**config.mk**
```make
export PLATFORM = sky130hd
export DESIGN_NAME = i2c_slave_target
export DESIGN_NICKNAME = d
export VERILOG_FILES = /design/src/rtl/i2c_slave_target.sv
export SDC_FILE = /design/constraint.sdc
export NUM_CORES = 1
export LEC_CHECK = 0
export CORE_MARGIN = 4
export CORE_UTILIZATION = 59
export DETAILED_ROUTE_END_ITERATION = 7
export GPL_TIMING_DRIVEN = 0
export PLACE_DENSITY = 0.86
export SYNTH_ARGS = -nofsm -noshare
export SYNTH_HDL_FRONTEND = slang
export SYNTH_SLANG_ARGS = --single-unit
```
**constraint.sdc**
```tcl
create_clock -name clk -period 6.65 [get_ports clk]
set_input_delay 1.6625 -clock clk [delete_from_list [all_inputs] [get_ports clk]]
set_output_delay 1.6625 -clock clk [all_outputs]
set_load 0.02 [all_outputs]
```
**src/rtl/i2c_slave_target.sv**
```systemverilog
// I2C target: fixed 7-bit address, ACKs writes, serves reads.
// SCL/SDA are oversampled on clk; SDA_o is open-drain style.
module i2c_slave_target #(
  parameter logic [6:0] SLAVE_ADDR  = 7'h55,
  parameter int         SYNC_STAGES = 2
) (
  input  logic       clk,
  input  logic       reset,
  input  logic       i2c_scl,
  input  logic       i2c_sda_i,
  output logic       i2c_sda_o,
  input  logic [7:0] tx_data,
  output logic [7:0] rx_data,
  output logic       rx_valid,
  output logic       tx_load,
  output logic       addr_match,
  output logic       rw,
  output logic       busy
);

  typedef enum logic [2:0] {
    IDLE,
    ADDR,
    ADDR_ACK,
    WR_DATA,
    WR_ACK,
    RD_DATA,
    RD_ACK,
    WAIT_STOP
  } state_t;

  state_t state;

  logic [SYNC_STAGES-1:0] scl_sync;
  logic [SYNC_STAGES-1:0] sda_sync;
  logic scl_s, sda_s;
  logic scl_d, sda_d;
  logic scl_rise, scl_fall;
  logic start_det, stop_det;
  logic fall_q;

  logic [2:0] bit_cnt;
  logic [6:0] shift;
  logic [6:0] tx_shift;
  logic       ack_due;
  logic       mack;

  assign scl_s = scl_sync[SYNC_STAGES-1];
  assign sda_s = sda_sync[SYNC_STAGES-1];

  assign scl_rise  = scl_s & ~scl_d;
  assign scl_fall  = ~scl_s & scl_d;
  assign start_det = scl_s & scl_d & sda_d & ~sda_s;
  assign stop_det  = scl_s & scl_d & ~sda_d & sda_s;

  // Bus input synchronisers plus one edge-detect flop; idle bus is high.
  always_ff @(posedge clk or negedge reset) begin
    if (!reset) begin
      scl_sync <= '1;
      sda_sync <= '1;
      scl_d    <= 1'b1;
      sda_d    <= 1'b1;
      fall_q   <= 1'b0;
    end else begin
      scl_sync <= {scl_sync[SYNC_STAGES-2:0], i2c_scl};
      sda_sync <= {sda_sync[SYNC_STAGES-2:0], i2c_sda_i};
      scl_d    <= scl_s;
      sda_d    <= sda_s;
      fall_q   <= scl_fall;
    end
  end

  // Protocol FSM; SDA only moves one clk after a detected SCL fall.
  always_ff @(posedge clk or negedge reset) begin
    if (!reset) begin
      state      <= IDLE;
      i2c_sda_o  <= 1'b1;
      rx_data    <= '0;
      rx_valid   <= 1'b0;
      tx_load    <= 1'b0;
      addr_match <= 1'b0;
      rw         <= 1'b0;
      busy       <= 1'b0;
      bit_cnt    <= '0;
      shift      <= '0;
      tx_shift   <= '0;
      ack_due    <= 1'b0;
      mack       <= 1'b1;
    end else begin
      rx_valid <= 1'b0;
      tx_load  <= 1'b0;
      if (start_det) begin
        state      <= ADDR;
        bit_cnt    <= '0;
        addr_match <= 1'b0;
        rw         <= 1'b0;
        i2c_sda_o  <= 1'b1;
        busy       <= 1'b1;
        ack_due    <= 1'b0;
      end else if (stop_det) begin
        state      <= IDLE;
        i2c_sda_o  <= 1'b1;
        busy       <= 1'b0;
        addr_match <= 1'b0;
        bit_cnt    <= '0;
        ack_due    <= 1'b0;
      end else begin
        unique case (state)
          ADDR: begin
            if (scl_rise) begin
              shift   <= {shift[5:0], sda_s};
              bit_cnt <= bit_cnt + 3'd1;
              if (bit_cnt == 3'd7) begin
                if (shift == SLAVE_ADDR) ack_due <= 1'b1;
                else state <= WAIT_STOP;
              end
            end else if (fall_q && ack_due) begin
              ack_due    <= 1'b0;
              i2c_sda_o  <= 1'b0;
              addr_match <= 1'b1;
              rw         <= shift[0];
              state      <= ADDR_ACK;
            end
          end
          ADDR_ACK: begin
            if (fall_q) begin
              bit_cnt <= '0;
              if (rw) begin
                tx_shift  <= tx_data[6:0];
                tx_load   <= 1'b1;
                i2c_sda_o <= tx_data[7];
                state     <= RD_DATA;
              end else begin
                i2c_sda_o <= 1'b1;
                state     <= WR_DATA;
              end
            end
          end
          WR_DATA: begin
            if (scl_rise) begin
              shift   <= {shift[5:0], sda_s};
              bit_cnt <= bit_cnt + 3'd1;
              if (bit_cnt == 3'd7) begin
                rx_data  <= {shift, sda_s};
                rx_valid <= 1'b1;
                ack_due  <= 1'b1;
              end
            end else if (fall_q && ack_due) begin
              ack_due   <= 1'b0;
              i2c_sda_o <= 1'b0;
              state     <= WR_ACK;
            end
          end
          WR_ACK: begin
            if (fall_q) begin
              i2c_sda_o <= 1'b1;
              state     <= WR_DATA;
            end
          end
          RD_DATA: begin
            if (fall_q) begin
              if (bit_cnt == 3'd7) begin
                i2c_sda_o <= 1'b1;
                bit_cnt   <= '0;
                state     <= RD_ACK;
              end else begin
                bit_cnt   <= bit_cnt + 3'd1;
                i2c_sda_o <= tx_shift[6];
                tx_shift  <= {tx_shift[5:0], 1'b0};
              end
            end
          end
          RD_ACK: begin
            if (scl_rise) begin
              mack <= sda_s;
            end else if (fall_q) begin
              if (mack) begin
                state <= WAIT_STOP;
              end else begin
                tx_shift  <= tx_data[6:0];
                tx_load   <= 1'b1;
                i2c_sda_o <= tx_data[7];
                bit_cnt   <= '0;
                state     <= RD_DATA;
              end
            end
          end
          default: begin
          end
        endcase
      end
    end
  end

endmodule

```
=== Yosys cells after proc, flatten, opt, wreduce, memory -nomap -nowiden ===
Cells that the tools add are included.

* $add $sub $neg: 1
* Equality and inequality tests: 35
* Mux-type cells: 82
* Bitwise logic cells: 13
* Reduce and logical (&&, ||, !) cells: 22

{| class="wikitable"
|+ Operators by type and width
! kind !! number
|-
| $mux W3 || 24
|-
| $mux W7 || 7
|-
| $mux W1 || 44
|-
| $ne A4 B4 Y1 const B || 9
|-
| $ne A5 B5 Y1 const B || 5
|-
| $pmux W7 S3 || 1
|-
| $pmux W3 S6 || 1
|-
| $ne A2 B2 Y1 const B || 8
|-
| $reduce_and A4 Y1 || 4
|-
| $eq A3 B3 Y1 const B || 4
|-
| $pmux W3 S4 || 1
|-
| $reduce_and A12 Y1 || 1
|-
| $reduce_and A10 Y1 || 1
|-
| $reduce_and A9 Y1 || 1
|-
| $reduce_bool A3 Y1 || 3
|-
| $ne A4 B1 Y1 const B || 2
|-
| $reduce_bool A8 Y1 || 1
|-
| $and A1 B1 Y1 || 7
|-
| $eq A7 B7 Y1 const B || 1
|-
| $reduce_and A7 Y1 || 1
|-
| $reduce_bool A7 Y1 || 1
|-
| $eq A3 B2 Y1 const B || 2
|-
| $not A1 Y1 || 6
|-
| $reduce_bool A2 Y1 || 3
|-
| 14 further kinds || 15
|}

* Register bits: 43
* Input bits: 12
* Output and inout port bits: 14
* Logic and storage cells: 171

=== Longest topological paths before layout ===
* Word-level depth: 7
* Depth in mapped cells: 8
* Mapped depth without buffers: 7

=== Worst setup path after synthesis ===
OpenSTA, ideal clock, no wires.

* Path type: input port to flip-flop
* Start: in tx_data[7]
* End: reg i2c_sda_o
* Setup time: 0.083 ns
* Arrival: 2.186 ns
* Required time: 6.567 ns
* Setup slack: 4.381 ns
* Stages: 4
* Buffers on the path: 0
* Path through: nor2_1 -> o22a_1 -> o21ai_0 -> o32a_1

* Cells in the longest elaborated chain, start to end: 6
* Elaborated cells between the ends (all ways): 8
* Classes of those cells: 8 x mux

{| class="wikitable"
|+ RTL lines
! element !! RTL line !! source
|-
| from (decl) || 12 || <nowiki>input logic [7:0] tx_data,</nowiki>
|-
| $mux W1 || 177 || <nowiki>if (mack) begin</nowiki>
|-
| $mux W1 || 176 || <nowiki>end else if (fall_q) begin</nowiki>
|-
| $mux W1 || 174 || <nowiki>if (scl_rise) begin</nowiki>
|-
| $pmux W1 S5 * || 108 || <nowiki>unique case (state)</nowiki>
|-
| $mux W1 * || 100 || <nowiki>end else if (stop_det) begin</nowiki>
|-
| $mux W1 * || 92 || <nowiki>if (start_det) begin</nowiki>
|-
| to (signal assigned) || 131 || <nowiki>i2c_sda_o <= tx_data[7];</nowiki>
|-
| to (signal assigned) || 168 || <nowiki>i2c_sda_o <= tx_shift[6];</nowiki>
|-
| to (signal assigned) || 182 || <nowiki>i2c_sda_o <= tx_data[7];</nowiki>
|-
| to (decl) || 11 || <nowiki>output logic i2c_sda_o,</nowiki>
|}

Mark *: on every way between the ends. The rest lies on a longest branch, timed or not. The select of a mux whose other input is x is not followed.
A chain may end at the register's enable or synchronous reset.

=== Final worst setup path ===
* Start: reg i2c_sda_o
* End: out i2c_sda_o

No word-level cell between the ends.

==> impl_metrics.py <==
metrics = {
    "status": {
        "status": "finished, final reports clean",
    },
    "floorplanning": {
        "die-area_um2": 4730,
        "die_h_um": 68.8,
        "start_util_pct": 63.4,
        "rows": 21,
        "die_x_um": 68.8,
        "core_area_um2": 3440,
        "num_io_pins": 26,
    },
    "critical_path": {
        "cp.required_ps": 4990,
        "worstSetupPathType": "reg2out",
        "path_cells": "clkdlybuf4s50_1",
        "startpoint_type": "flip-flop",
        "ff2ff_path_depth": 8,
        "worst-path-buf-inv": 1,
        "critPathMaxStageDelay_ps": 600,
        "r2r-end": "tx_shift[4]",
        "crit_path_top_delay_cell": "clkdlybuf4s50_1",
        "cp-end-kind": "output port",
        "arrival_ps": 1430,
        "cp_num_cells": 1,
        "rrSetupSlack_ps": 4280,
        "worst_r2r_startpoint": "bit_cnt[0]",
        "cp-endpoint": "i2c_sda_o",
        "startpoint": "i2c_sda_o",
        "path_max_fanout": 2,
        "cp_top_family": "buffers and inverters",
    },
    "clock_tree": {
        "cts_buffers": 5,
        "clk_pin_slew_worst_paths_ps": 80,
        "cts_tree": "yes",
        "clockBufferDepth": 2,
        "cts_resized": 0,
        "cts_setup_buffers": 0,
        "clock-root-buffer": "clkbuf_8",
        "cts_sinks": 43,
        "insertion_delay_ps": 290,
        "cts_max_level": 2,
        "hold_buffers": 0,
    },
    "finish": {
        "area_growth_pct": 20.4,
        "final_layout_size_suffix_gt1_share_pct": 18.2,
        "diodes": 0,
        "ff_latch_area_um2": 1090,
        "layout.nets": 256,
        "fill_cells": 246,
        "multiInputGateArea_um2": 1010,
    },
    "pwr": {
        "finalPower_mw": 0.932,
        "peakVddDrop_v": 0.000268,
        "powerDensity_nw_per_um2": 355,
        "p_leak_nw": 1.15,
    },
    "logic_synthesis": {
        "synth.net_count": 223,
        "yosys.area.top_type": "dfrtp_1",
        "synth_top_cell_area_share_pct": 40.2,
        "ys_top_cells_by_area": "dfrtp_1 (40%), dfstp_2 (9.6%), mux2_2 (8.3%)",
        "syn_area_per_cell_um2": 10.5,
        "ys_seq_area_share_pct": 49.8,
        "ys_ff_latch": 43,
        "synth_ff_type": "dfrtp_1",
        "synth-edff-count": 0,
        "netlist_top_cells_count": "dfrtp_1 (35), nor2_1 (19), mux2_2 (16)",
        "synth_cells": 208,
        "ys.warnings.count": 0,
        "mappedNetlistArea_um2": 2180,
        "async_reset_ff_share_pct": 100,
        "yosys.cell_types.count": 49,
        "synth_most_common_cell": "dfrtp_1",
    },
    "routing": {
        "drtAntennaViolNets": 0,
        "post_drt_via_cell_ratio": 5.92,
        "drt_iter0_drc": 110,
        "drt_wl_total_um": 4650,
        "wl_per_cell_um": 16.2,
        "vias": 1705,
        "drt-pass1-iter-count": 4,
        "drc": 0,
    },
    "sta": {
        "finalHoldViolations": 0,
        "final-setup-viol-count": 0,
        "tightestPinTransition_ps": 865,
        "finClkSkew_ps": 9.00,
        "drv_slew": 0,
        "fin_crit_sh_pct": 46.5,
        "tns_ps": 0,
        "timing.fmax_ghz": 0.323,
        "slew_headroom_pct": 41.9,
        "rsz0062_at_grt": "false",
        "fin_ws_ps": 3560,
        "period_minus_slack_ps": 3090,
    },
    "global_route": {
        "grt_max_degree": 35,
        "grt_pass1_vias": 1636,
        "overflow": 0,
        "grt_antenna_before_repair": 0,
        "groute.usage.overall_pct": 22.6,
        "grt_first_pass_wirelength_um": 7780,
    },
    "place": {
        "dp_hpwl_um": 3450,
        "gp_congestion": 0.956,
        "portBuffers": 25,
        "post-place-ws_ps": 3840,
    },
    "run": {
        "drv_cap": 0,
    },
    "hold_path": {
        "hold_class": "reg2reg",
    },
}
placed cells by master (no fill, tap or decap), drive strengths merged, types with 5 or more instances in the layout:
| cell type | instances |
|---|---|
| dfrtp | 35 |
| clkdlybuf4s50 | 24 |
| nor2 | 19 |
| mux2 | 16 |
| clkbuf | 15 |
| o21ai | 14 |
| a21oi | 13 |
| nand2 | 10 |
| dfstp | 8 |
| inv | 8 |
| mux2i | 7 |
| nor3 | 6 |
| nand3 | 6 |
| buf | 5 |
flip-flops by register name, indices dropped and copies added, names as in the netlist:
signal / flops
tx_load: 1
scl_d: 1
shift: 7
sda_d: 1
addr_match: 1
rx_valid: 1
ack_due: 1
bit_cnt: 3
sda_sync: 2
busy: 1
tx_shift: 7
scl_sync: 2
fall_q: 1
state: 3
i2c_sda_o: 1
mack: 1
rw: 1
rx_data: 8
metrics by stage:
stage | instance area (um2) | hold WS [ps] | utilization, % | std cells
floorplan | 2180 | 345 | - | 208
global placement | 2490 | 346 | 72.3 | 279
detailed placement | 2500 | 349 | 72.7 | 280
CTS | 2630 | 362 | 76.3 | 288
global route | 2630 | 363 | 76.3 | 288
finish | 2630 | 360 | 76.3 | 288
worst min-delay path by stage:
stage,from,to,slack [ps],cells after the start
final,sda_sync[0],sda_sync[1],360,0
after global routing,sda_sync[0],sda_sync[1],360,0
after CTS,sda_sync[0],sda_sync[1],360,0
after detailed placement,sda_sync[0],sda_sync[1],350,0
after global placement,sda_sync[0],sda_sync[1],350,0
after floorplan,scl_sync[0],scl_sync[1],350,0
logic make-up after synthesis:
kind of cell	synth area share, %
AND/OR/NAND/NOR	15.4
buffers and inverters	3.96
XOR/XNOR	0.402
multiplexers	11.5
AO/OA/AOI/OAI	17.2
flip-flops	49.8
adder cells (fa/ha/maj)	1.72
routing by layer:
layer	global-route usage [%]	share of wire [%]	up-vias
met3	4.05	4.9	12
li1	-	-	825
met4	9.00	2.5	0
met1	30.5	44	812
met2	36.2	48	56
met5	0	0	-
power by group:
| group | switching (mW) | internal (mW) |
|---|---|---|
| Combinational | 0.190 | 0.148 |
| Sequential | 0.0547 | 0.325 |
| Clock | 0.0904 | 0.124 |
| Total | 0.336 | 0.597 |
cell type report:
cell class	count	share of cell area [%]
sequential	43	41.4
multi-input combinational	145	38.4
tap	46	2.19
inverter	8	1.14
timing repair buffer	26	10.1
buffer	12	2.14
clock buffer	6	3.15
clock inverter	2	1.48
Power figures use the tool's default switching activity.
